--- src/rtl/sys_load_seq.sv ---
// sys_load_seq: load sequencer for the systolic array.
// Streams host elements into the weight and input memories and issues the
// start_load_weight / start_load_input pulses to sys_top. Optional weight
// reuse, N input vectors per run, and a programmable settle gap after each
// start pulse.
module sys_load_seq #(
    parameter int ELEMENT_BITS = 8,
    parameter int FEATURE_BITS = 4,
    parameter int W_DEPTH      = 81,
    parameter int I_DEPTH      = 4,
    parameter int VEC_BITS     = 4,
    parameter int WEIGHT_WAIT  = 200,
    parameter int INPUT_WAIT   = 200
) (
    input  logic                      sys_clk,
    input  logic                      reset_n,
    input  logic                      go,
    input  logic                      abort,
    input  logic [VEC_BITS-1:0]       cfg_n_vec,
    input  logic                      cfg_reload_w,
    input  logic                      s_valid,
    output logic                      s_ready,
    input  logic [ELEMENT_BITS-1:0]   s_data,
    output logic                      wf_we,
    output logic [2*FEATURE_BITS-1:0] wf_add,
    output logic [ELEMENT_BITS-1:0]   wf_data,
    output logic                      if_we,
    output logic [FEATURE_BITS-1:0]   if_add,
    output logic [ELEMENT_BITS-1:0]   if_data,
    output logic                      start_load_weight,
    output logic                      start_load_input,
    output logic                      busy,
    output logic                      done,
    output logic                      go_err
);

    localparam int WA_BITS   = 2 * FEATURE_BITS;
    localparam int MAX_WAIT  = (WEIGHT_WAIT > INPUT_WAIT) ? WEIGHT_WAIT : INPUT_WAIT;
    localparam int WAIT_BITS = $clog2(MAX_WAIT) + 1;

    localparam logic [WA_BITS-1:0]      W_LAST      = WA_BITS'(W_DEPTH - 1);
    localparam logic [FEATURE_BITS-1:0] I_LAST      = FEATURE_BITS'(I_DEPTH - 1);
    localparam logic [WAIT_BITS-1:0]    W_WAIT_LAST = WAIT_BITS'(WEIGHT_WAIT - 1);
    localparam logic [WAIT_BITS-1:0]    I_WAIT_LAST = WAIT_BITS'(INPUT_WAIT - 1);

    typedef enum logic [2:0] {
        IDLE   = 3'd0,
        WFILL  = 3'd1,
        WSTART = 3'd2,
        WWAIT  = 3'd3,
        IFILL  = 3'd4,
        ISTART = 3'd5,
        IWAIT  = 3'd6,
        DONE   = 3'd7
    } state_t;

    state_t state, state_next;

    // Sequencing counters and the configuration captured when a run starts.
    logic [WA_BITS-1:0]      wcnt, wcnt_next;
    logic [FEATURE_BITS-1:0] icnt, icnt_next;
    logic [VEC_BITS-1:0]     vcnt, vcnt_next;
    logic [WAIT_BITS-1:0]    tcnt, tcnt_next;
    logic [VEC_BITS-1:0]     n_vec, n_vec_next;
    logic                    reload_w, reload_w_next;

    // Next values of the registered outputs.
    logic                    wf_we_next;
    logic [WA_BITS-1:0]      wf_add_next;
    logic [ELEMENT_BITS-1:0] wf_data_next;
    logic                    if_we_next;
    logic [FEATURE_BITS-1:0] if_add_next;
    logic [ELEMENT_BITS-1:0] if_data_next;
    logic                    slw_next;
    logic                    sli_next;
    logic                    done_next;
    logic                    go_err_next;

    logic beat;

    // The host handshake is a pure decode of the state register so that
    // s_ready never depends combinationally on s_valid.
    assign s_ready = (state == WFILL) || (state == IFILL);
    assign busy    = (state != IDLE);
    assign beat    = s_valid && s_ready;

    // State register plus all counters and registered outputs; reset clears everything.
    always_ff @(posedge sys_clk) begin
        if (!reset_n) begin
            state             <= IDLE;
            wcnt              <= '0;
            icnt              <= '0;
            vcnt              <= '0;
            tcnt              <= '0;
            n_vec             <= '0;
            reload_w          <= 1'b0;
            wf_we             <= 1'b0;
            wf_add            <= '0;
            wf_data           <= '0;
            if_we             <= 1'b0;
            if_add            <= '0;
            if_data           <= '0;
            start_load_weight <= 1'b0;
            start_load_input  <= 1'b0;
            done              <= 1'b0;
            go_err            <= 1'b0;
        end else begin
            state             <= state_next;
            wcnt              <= wcnt_next;
            icnt              <= icnt_next;
            vcnt              <= vcnt_next;
            tcnt              <= tcnt_next;
            n_vec             <= n_vec_next;
            reload_w          <= reload_w_next;
            wf_we             <= wf_we_next;
            wf_add            <= wf_add_next;
            wf_data           <= wf_data_next;
            if_we             <= if_we_next;
            if_add            <= if_add_next;
            if_data           <= if_data_next;
            start_load_weight <= slw_next;
            start_load_input  <= sli_next;
            done              <= done_next;
            go_err            <= go_err_next;
        end
    end

    // Next-state and next-output logic; abort outside IDLE overrides the whole run.
    always_comb begin
        state_next    = state;
        wcnt_next     = wcnt;
        icnt_next     = icnt;
        vcnt_next     = vcnt;
        tcnt_next     = tcnt;
        n_vec_next    = n_vec;
        reload_w_next = reload_w;
        wf_we_next    = 1'b0;
        wf_add_next   = wf_add;
        wf_data_next  = wf_data;
        if_we_next    = 1'b0;
        if_add_next   = if_add;
        if_data_next  = if_data;
        slw_next      = 1'b0;
        sli_next      = 1'b0;
        done_next     = 1'b0;
        go_err_next   = 1'b0;

        if (abort && (state != IDLE)) begin
            state_next = IDLE;
            wcnt_next  = '0;
            icnt_next  = '0;
            vcnt_next  = '0;
            tcnt_next  = '0;
        end else begin
            if (go && (state != IDLE)) begin
                go_err_next = 1'b1;
            end

            case (state)
                IDLE: begin
                    if (go && !abort) begin
                        n_vec_next    = cfg_n_vec;
                        reload_w_next = cfg_reload_w;
                        wcnt_next     = '0;
                        icnt_next     = '0;
                        vcnt_next     = '0;
                        tcnt_next     = '0;
                        if (cfg_n_vec == '0) begin
                            state_next = DONE;
                            done_next  = 1'b1;
                        end else if (cfg_reload_w) begin
                            state_next = WFILL;
                        end else begin
                            state_next = IFILL;
                        end
                    end
                end

                WFILL: begin
                    if (beat) begin
                        wf_we_next   = 1'b1;
                        wf_add_next  = wcnt;
                        wf_data_next = s_data;
                        if (wcnt == W_LAST) begin
                            wcnt_next  = '0;
                            state_next = WSTART;
                        end else begin
                            wcnt_next = wcnt + WA_BITS'(1);
                        end
                    end
                end

                WSTART: begin
                    slw_next   = 1'b1;
                    tcnt_next  = '0;
                    state_next = WWAIT;
                end

                WWAIT: begin
                    if (tcnt == W_WAIT_LAST) begin
                        tcnt_next  = '0;
                        icnt_next  = '0;
                        state_next = IFILL;
                    end else begin
                        tcnt_next = tcnt + WAIT_BITS'(1);
                    end
                end

                IFILL: begin
                    if (beat) begin
                        if_we_next   = 1'b1;
                        if_add_next  = icnt;
                        if_data_next = s_data;
                        if (icnt == I_LAST) begin
                            icnt_next  = '0;
                            state_next = ISTART;
                        end else begin
                            icnt_next = icnt + FEATURE_BITS'(1);
                        end
                    end
                end

                ISTART: begin
                    sli_next   = 1'b1;
                    vcnt_next  = vcnt + VEC_BITS'(1);
                    tcnt_next  = '0;
                    state_next = IWAIT;
                end

                IWAIT: begin
                    if (tcnt == I_WAIT_LAST) begin
                        tcnt_next = '0;
                        if (vcnt == n_vec) begin
                            state_next = DONE;
                            done_next  = 1'b1;
                        end else begin
                            icnt_next  = '0;
                            state_next = IFILL;
                        end
                    end else begin
                        tcnt_next = tcnt + WAIT_BITS'(1);
                    end
                end

                DONE: begin
                    state_next = IDLE;
                end

                default: begin
                    state_next = IDLE;
                end
            endcase
        end
    end

endmodule
--- config.mk ---
export PLATFORM = sky130hd
export DESIGN_NAME = sys_load_seq
export DESIGN_NICKNAME = d
export VERILOG_FILES = /design/src/rtl/sys_load_seq.sv
export SDC_FILE = /design/constraint.sdc
export NUM_CORES = 1
export LEC_CHECK = 0
export CORE_ASPECT_RATIO = 0.8
export CORE_MARGIN = 5
export CORE_UTILIZATION = 60
export DETAILED_ROUTE_END_ITERATION = 8
export DONT_BUFFER_PORTS = 1
export PLACE_DENSITY = 0.77
export REMOVE_ABC_BUFFERS = 1
export SETUP_SLACK_MARGIN = 0.02
export SLEW_MARGIN = 25
export SYNTH_ARGS = -nofsm -noshare
export SYNTH_HDL_FRONTEND = slang
export SYNTH_SLANG_ARGS = --single-unit
--- constraint.sdc ---
create_clock -name sys_clk -period 2.55 [get_ports sys_clk]
set_input_delay 0.3825 -clock sys_clk [delete_from_list [all_inputs] [get_ports sys_clk]]
set_output_delay 0.3825 -clock sys_clk [all_outputs]
set_load 0.05 [all_outputs]
==> flow_summary.toml, run 1 <==
[pwr]
peakVddDrop_mv = 0.558
switching_share = 0.374
p_comb_frac = 0.249
powerDensity_nw_per_um2 = 866
seqPwrFrac = 0.470
clkPwrFrac = 0.281
switchingPower_mw = 1.04
p_int_mw = 1.74
power_mw = 2.78
leakagePower_nw = 1.38

[finish]
fin_nets = 351
layout-drive-gt1-share = 0.111
fin_area_um2 = 3210
stdcell_count = 393
area_delta_synth_final_pct = 9.39
antennaDiodeCount = 0
final_common_cell = "dfxtp_1"
mostFrequentLayoutCells = "66 x dfxtp_1, 50 x nor2_1, 29 x nand2_1, 28 x mux2i_1, 17 x a21oi_1"
fin_util = 0.689

[detailed_routing]
via_count = 2328
wl_per_cell_um = 15.2
first_pass_iters = 4
drtAntennaViolNets = 0
drc_errors = 0
routed_wirelength_um = 5980
drtIter0Drc = 101
vias_per_cell = 5.92

[clock_tree]
cts_tree = "yes"
ctsResizeCount = 0
clockBufferDepth = 2
h-tree-depth = 3
clk_pin_slew_ps = 70
cts.root.buffer_cell = "clkbuf_8"
cts_hold_buf = 0
cts_setup_buffers = 0
cts_buffers = 9
clock-sinks = 66
insertion_delay_ps = 340

[outcome]
status = "complete, no violations"

[global_route]
grt_overflow = 0
top_usage_layer = "met2"
grt_pass1_wl_um = 10100
grtUsageMet1 = 0.264
grt_util_met2 = 0.310
grt_max_degree = 35
antenna_found_initial = 0
track_usage = 0.203
met3_usage = 0.0647
grt_pass1_vias = 2165

[critical_path]
worstSetupStartpointType = "register"
critPathArrivalTime_ps = 1900
crit_type = "reg -> out"
cp_data_required_time_ps = 2170
cp-end-kind = "output pin"
crit_fanout = 16
ff2ff_setup_slack_ps = 430

[logic_synthesis]
yosysUniqueCellTypes = 51
synth-xor-area-share = 0.0627
synth_mux_area_frac = 0.0956
postSynthCellCount = 320
synth_fa_ha_area_frac = 0.0213
ys_seq_area_frac = 0.451
syn_avg_cell_area_um2 = 9.16
async_reset_ff_frac = 0
ys_warn_count = 0
synth_compound_area_frac = 0.116
synth-seq-cells = 66
synth_ff_type = "dfxtp_1"
netlist_area_um2 = 2930
synth_edf_count = 0
synth_top_family_by_area = "simple AND/OR/NAND/NOR gates"
synth-simple-area-share = 0.225

[timing]
finalCritPeriodShare = 0.894
finalMaxSlewViolations = 0
slew_headroom = 0.560
hold_viol_final = 0
worstMarginPinSlew_ps = 653
fin_skew_ps = 7.66
holdWs_ps = 168
finalSetupViolCount = 0
fin_setup_tns_ps = 0
rsz0062_at_grt = "false"
setup_ws_ps = 270
period_minus_slack_ps = 2280
fmax_mhz = 439

[floorplan]
coreArea_um2 = 4650
die-area_um2 = 6390
rows = 22
io_pins = 54
initial_core_util = 0.630
die_x_um = 88.2
die_y_um = 72.5

[place]
placed_cell_area_um2 = 3030
dp_slack_ps = 495
finalWeightedCongestion = 0.857
placedCellCount = 377
numPortBuffers = 0
dp_hpwl_um = 4230

[run]
cap_violations = 0

[worst_hold_path]
hold_class = "in -> reg"
[worst paths after layout]
path              depth (start not counted)  endpoint         start
setup / recovery                          2   s_ready      state[0]
hold / removal                            2  n_vec[1]  cfg_n_vec[1]
hold reg to reg                           2  n_vec[3]      n_vec[3]
setup reg to reg                          4   wcnt[7]      state[0]
[worst max-delay path: stages (launching register included)]
cell and delay (ps):
dfxtp_1 610, or3b_2 540, nand2_1 400
[cells in the mapped netlist, types with 3 or more instances]
library cell	n	area, um^2
xnor2_1	7	61.3
o211ai_1	3	22.5
inv_1	7	26.3
nand3_1	10	50.1
ha_1	5	62.6
nand2_1	29	109
nand4_1	4	25.0
xor2_1	14	123
clkbuf_1	7	26.3
nor3_1	4	20.0
or3b_2	3	26.3
buf_2	5	25.0
nor2_1	50	188
dfxtp_1	66	1320
mux2i_1	28	280
or3_1	6	37.5
o21ai_0	11	55.1
a21oi_1	17	85.1
o31ai_1	4	30.0
[kinds of logic after synthesis]
family / after synthesis
AOI/OAI and AO/OA: 51
xor gates and xnor gates: 21
and+or+nand+nor: 128
adders and majority gates: 5
buffers and inverters: 21
muxes: 28
DFF: 66
[power by group through the flow]
| stage | Clock [mW] | Combinational, mW | Sequential (mW) |
|---|---|---|---|
| floorplan | 0 | 0.505 | 1.32 |
| global placement | 0 | 0.680 | 1.33 |
| detailed placement | 0 | 0.688 | 1.33 |
| CTS | 0.802 | 0.690 | 1.30 |
| global route | 0.859 | 0.765 | 1.32 |
| finish | 0.780 | 0.693 | 1.31 |
[state kept, by name, indices dropped and copies added, names as in the netlist]
name	flops
go_err	1
tcnt	9
wf_we	1
done	1
wcnt	8
start_load_weight	1
if_we	1
wf_add	8
icnt	4
if_add	4
n_vec	4
state	3
if_data	8
start_load_input	1
vcnt	4
wf_data	8
[metal layers]
metal	routed length, um	vias to the layer above
met5	0	-
met2	2860	55
met3	362	14
met1	2650	1119
met4	105	0
li1	-	1140
[final cells by class]
type,count,area [um^2]
repair buffers,10,75.1
inverters,8,30.0
multi-input cells,233,1530
well taps,60,75.1
flip-flops and latches,66,1320
fillers,369,1450
clock inverters,6,42.5
clock buffers,10,138
Power figures use the tool's default switching activity.
==> inputs of run 2 (changes only) <==
--- a/config.mk
+++ b/config.mk
@@ -13,5 +13,5 @@
 export PLACE_DENSITY = 0.77
 export REMOVE_ABC_BUFFERS = 1
-export SETUP_SLACK_MARGIN = 0.02
+export SETUP_SLACK_MARGIN = 0.3
 export SLEW_MARGIN = 25
 export SYNTH_ARGS = -nofsm -noshare
==> constraint.sdc (replaced) <==
create_clock -name sys_clk -period 2.55 [get_ports sys_clk]
set_input_delay 0.51 -clock sys_clk [delete_from_list [all_inputs] [get_ports sys_clk]]
set_output_delay 0.51 -clock sys_clk [all_outputs]
set_load 0.05 [all_outputs]
==> run 2 against run 1 <==
Die area unchanged. Power up 7.0%. Maximum frequency up 6.3%. Critical endpoint unchanged. Sequential cell count unchanged. Largest cell class unchanged.
==> flow_summary.toml, run 2 (synthesized netlist as in run 1, its figures left out) <==
[pwr]
powerDensity_nw_per_um2 = 915
switchingPower_mw = 1.06
clkPwrFrac = 0.328
switching_share = 0.356
leakagePower_nw = 1.39
power_mw = 2.97
seqPwrFrac = 0.443
peakVddDrop_mv = 0.800
p_int_mw = 1.91
p_comb_frac = 0.229

[clock_tree]
cts_setup_buffers = 0
cts.root.buffer_cell = "clkbuf_8"
clock-sinks = 66
h-tree-depth = 3
insertion_delay_ps = 340
clockBufferDepth = 2
cts_tree = "yes"
cts_buffers = 9
cts_hold_buf = 0
clk_pin_slew_ps = 70
ctsResizeCount = 3

[timing]
slew_headroom = 0.471
fin_setup_tns_ps = 0
worstMarginPinSlew_ps = 787
setup_ws_ps = 406
rsz0062_at_grt = "false"
hold_viol_final = 0
finalCritPeriodShare = 0.841
finalSetupViolCount = 0
finalMaxSlewViolations = 0
holdWs_ps = 305
fin_skew_ps = 8.33
period_minus_slack_ps = 2140
fmax_mhz = 466

[finish]
largest_reg_flops = 9
fin_util = 0.698
final_common_cell = "dfxtp_1"
multi_input_area_um2 = 1530
area_delta_synth_final_pct = 10.8
fin_nets = 349
regMostFlops = "tcnt"
register_area_um2 = 1320
layout-drive-gt1-share = 0.115
mostFrequentLayoutCells = "64 x dfxtp_1, 50 x nor2_1, 28 x nand2_1, 28 x mux2i_1, 17 x a21oi_1"
antennaDiodeCount = 0
fillers = 359

[place]
numPortBuffers = 0
dp_slack_ps = 442
finalWeightedCongestion = 0.827
dp_hpwl_um = 4220

[floorplan]
coreArea_um2 = 4650
die-area_um2 = 6390
initial_core_util = 0.630
rows = 22
die_x_um = 88.2
io_pins = 54
die_y_um = 72.5

[detailed_routing]
drc_errors = 0
routed_wirelength_um = 6030
via_count = 2255
first_pass_iters = 4
drtIter0Drc = 152
drtAntennaViolNets = 0
wl_per_cell_um = 15.4
vias_per_cell = 5.77

[global_route]
antenna_found_initial = 0
grt_pass1_vias = 2096
grt_overflow = 0
grt_max_degree = 35
track_usage = 0.201
grt_pass1_wl_um = 10100

[critical_path]
cp_data_required_time_ps = 2040
crit_fanout = 16
crit_type = "reg -> out"
critPathArrivalTime_ps = 1630
cp-end-kind = "output pin"
worstSetupStartpointType = "register"
r2r_cells = 4

[worst_hold_path]
min_path_cells = 2
hold_class = "in -> reg"

[outcome]
status = "complete, no violations"

[run]
cap_violations = 0
## run 2: cell count changes in the layout (fill, tap and decap cells not counted)
| cell | before | now |
|---|---|---|
| clkbuf_8 | 10 | 9 |
| clkinv_2 | 2 | 0 |
| bufinv_16 | 0 | 2 |
| dfxtp_1 | 66 | 64 |
| inv_6 | 0 | 2 |
| nand2_4 | 0 | 1 |
| nand2_1 | 29 | 28 |
| buf_4 | 10 | 8 |
| clkinv_4 | 2 | 1 |
| dfxtp_2 | 0 | 2 |
## run 2: path summary, 6_finish.rpt
kind	startpoint	end	slack, ps
setup / recovery	state[2]	s_ready	410
hold / removal	cfg_n_vec[2]	n_vec[2]	300
setup reg to reg	state[2]	wcnt[6]	500
hold reg to reg	n_vec[1]	n_vec[1]	470
## run 2: layout make-up
type | count | share of cell area
Tap cell | 60 | 0.0231
Clock buffer | 9 | 0.0382
Clock inverter | 7 | 0.0312
Inverter | 8 | 0.00925
Sequential cell | 66 | 0.408
Multi-Input combinational cell | 233 | 0.472
Timing Repair Buffer | 8 | 0.0185
## run 2: metrics by stage
stage	cell area (um^2)	std cells
final	3250	391
after global routing	3250	391
after CTS	3250	391
after detailed placement	3010	375
after global placement	3010	375
after floorplan	2880	307
## run 2: worst max-delay path, cell delays in order (launching register included)
cell	delay, ps
dfxtp_2	400
buf_4	180
or3b_2	530
nand2_4	180
## run 2: power by group through the flow
stage	Clock (mW)	Combinational, mW	Sequential, mW
floorplan	0	0.505	1.32
detailed placement	0	0.664	1.34
finish	0.975	0.680	1.32
global route	1.04	0.754	1.33
global placement	0	0.654	1.33
CTS	0.993	0.678	1.32
## run 2: routing by layer
metal  part of all wire  track usage  routed length, um  vias up
met1               0.45        0.267               2740     1052
met4             0.0060       0.0554                 36        0
met3              0.063       0.0726                380        4
met2               0.48        0.309               2870       63
met5                  0            0                  0        -
li1                   -            -                  -     1136
==> inputs of run 3 (changes only) <==
Clock period 2.55 ns to 2.1 ns, I/O delays scaled along.
==> run 3 against run 2 <==
Power rose by 30%. Worst hold slack got worse by 110 ps. Worst setup slack worse by 130 ps. Clock power rose by 24%. Cell count rose by 4.6%. Critical path depth is 1 higher.
==> flow_summary.toml, run 3 (synthesized netlist as in run 1, its figures left out) <==
[outcome]
status = "complete, no violations"

[pwr]
power_mw = 3.87
peakVddDrop_mv = 0.738
powerDensity_nw_per_um2 = 1100
leakagePower_nw = 1.51

[finish]
final_common_cell = "dfxtp_1"
fin_util = 0.755
fillers = 315
antennaDiodeCount = 0
multi_input_area_um2 = 1640
largest_reg_flops = 9
area_delta_synth_final_pct = 19.8
regMostFlops = "tcnt"
layout-drive-gt1-share = 0.215
register_area_um2 = 1330
fin_nets = 367
mostFrequentLayoutCells = "61 x dfxtp_1, 49 x nor2_1, 28 x mux2i_1, 25 x nand2_1, 23 x buf_4"

[place]
dp_hpwl_um = 4400
finalWeightedCongestion = 0.885
numPortBuffers = 0

[clock_tree]
cts.root.buffer_cell = "clkbuf_8"
clk_pin_slew_ps = 80
cts_buffers = 9
clock-sinks = 66
cts_tree = "yes"
h-tree-depth = 3
clockBufferDepth = 2
insertion_delay_ps = 350
cts_hold_buf = 0

[global_route]
grtUsageMet1 = 0.277
grt_pass1_vias = 2266
antenna_found_initial = 0
grt_max_degree = 35
grt_pass1_wl_um = 10700
top_usage_layer = "met2"
grt_util_met2 = 0.330
grt_overflow = 0
met3_usage = 0.0783
track_usage = 0.215

[floorplan]
initial_core_util = 0.630
io_pins = 54
coreArea_um2 = 4650
die_x_um = 88.2
die-area_um2 = 6390
die_y_um = 72.5
rows = 22

[critical_path]
critPathArrivalTime_ps = 1400
crit_fanout = 4
crit_chain = "buf_6, or3b_4, nand2_2, buf_8"
worstSetupStartpointType = "register"
r2r_start = "tcnt[1]"
path_delay_family = "simple AND/OR/NAND/NOR gates"
cp-startpoint = "state[2]"
cp_num_buf_inv = 2
crit_type = "reg -> out"
slowest_delay_ps = 370
cp-end-kind = "output pin"
cp_data_required_time_ps = 1680
crit_slowest_cell = "or3b_4"

[detailed_routing]
drtAntennaViolNets = 0
wl_per_cell_um = 16.5
routed_wirelength_um = 6750
vias_per_cell = 5.91
drc_errors = 0
first_pass_iters = 4
via_count = 2417
drtIter0Drc = 100

[timing]
holdWs_ps = 199
hold_viol_final = 0
worstMarginPinSlew_ps = 536
period_minus_slack_ps = 1820
rsz0062_at_grt = "true"
fmax_mhz = 549
fin_skew_ps = 8.68
finalCritPeriodShare = 0.868
slew_headroom = 0.642
finalMaxSlewViolations = 0
fin_setup_tns_ps = 0
finalSetupViolCount = 0

[worst_hold_path]
hold_class = "in -> reg"
hold_start = "cfg_n_vec[2]"

[run]
cap_violations = 0
## run 3: cell count changes in the layout (fill, tap and decap cells not counted), moves of 3 or more
cell,change
buf_4,+15
dfxtp_1,-3
nand2_1,-3
nand2_2,+4
## run 3: layout make-up
type / instances / area share
clock buffers: 9 / 0.0353
clock inverters: 7 / 0.0292
inverters: 8 / 0.00855
multi-input cells: 233 / 0.467
flip-flops and latches: 66 / 0.379
well taps: 60 / 0.0214
repair buffers: 26 / 0.0598
## run 3: through the flow
| step | std cells | setup WS, ps | area (um^2) |
|---|---|---|---|
| 2_1_floorplan | 307 | -357 | 2880 |
| 3_3_place_gp | 385 | 251 | 3090 |
| 3_5_place_dp | 385 | 181 | 3090 |
| 4_1_cts | 405 | 273 | 3380 |
| 5_1_grt | 409 | 233 | 3510 |
| 6_report | 409 | 278 | 3510 |
## run 3: routing by layer
layer / wire length, um / up-vias
li1: - / 1178
met1: 2870 / 1159
met2: 3390 / 72
met3: 414 / 8
met4: 76 / 0
met5: 0 / -
## run 3: what timing repair did
action	CTS	global route
setup endpoints to repair	10	34
setup buffers	4	4
resized for setup	15	23
pin swaps	9	7
## run 3: final timing paths
path,endpoint,slack (ps),cells after the start
setup / recovery,s_ready,280,4
hold / removal,n_vec[2],200,2
setup reg to reg,state[0],320,7
hold reg to reg,n_vec[2],480,2
## run 3: worst register-to-register path, stage by stage, from the launching register on
cell and delay (ps):
dfxtp_2 340, ha_4 150, and4b_2 260, buf_4 140, a211oi_1 310, nand4b_1 270
nand3_1 130, o31ai_1 80
## run 3: power breakdown
group | total [mW] | internal (mW) | switching (mW) | leakage [nW]
clock | 1.21 | 0.678 | 0.528 | 0.110
combinational | 1.08 | 0.449 | 0.635 | 0.863
sequential | 1.58 | 1.35 | 0.231 | 0.535
total | 3.87 | 2.47 | 1.39 | 1.51
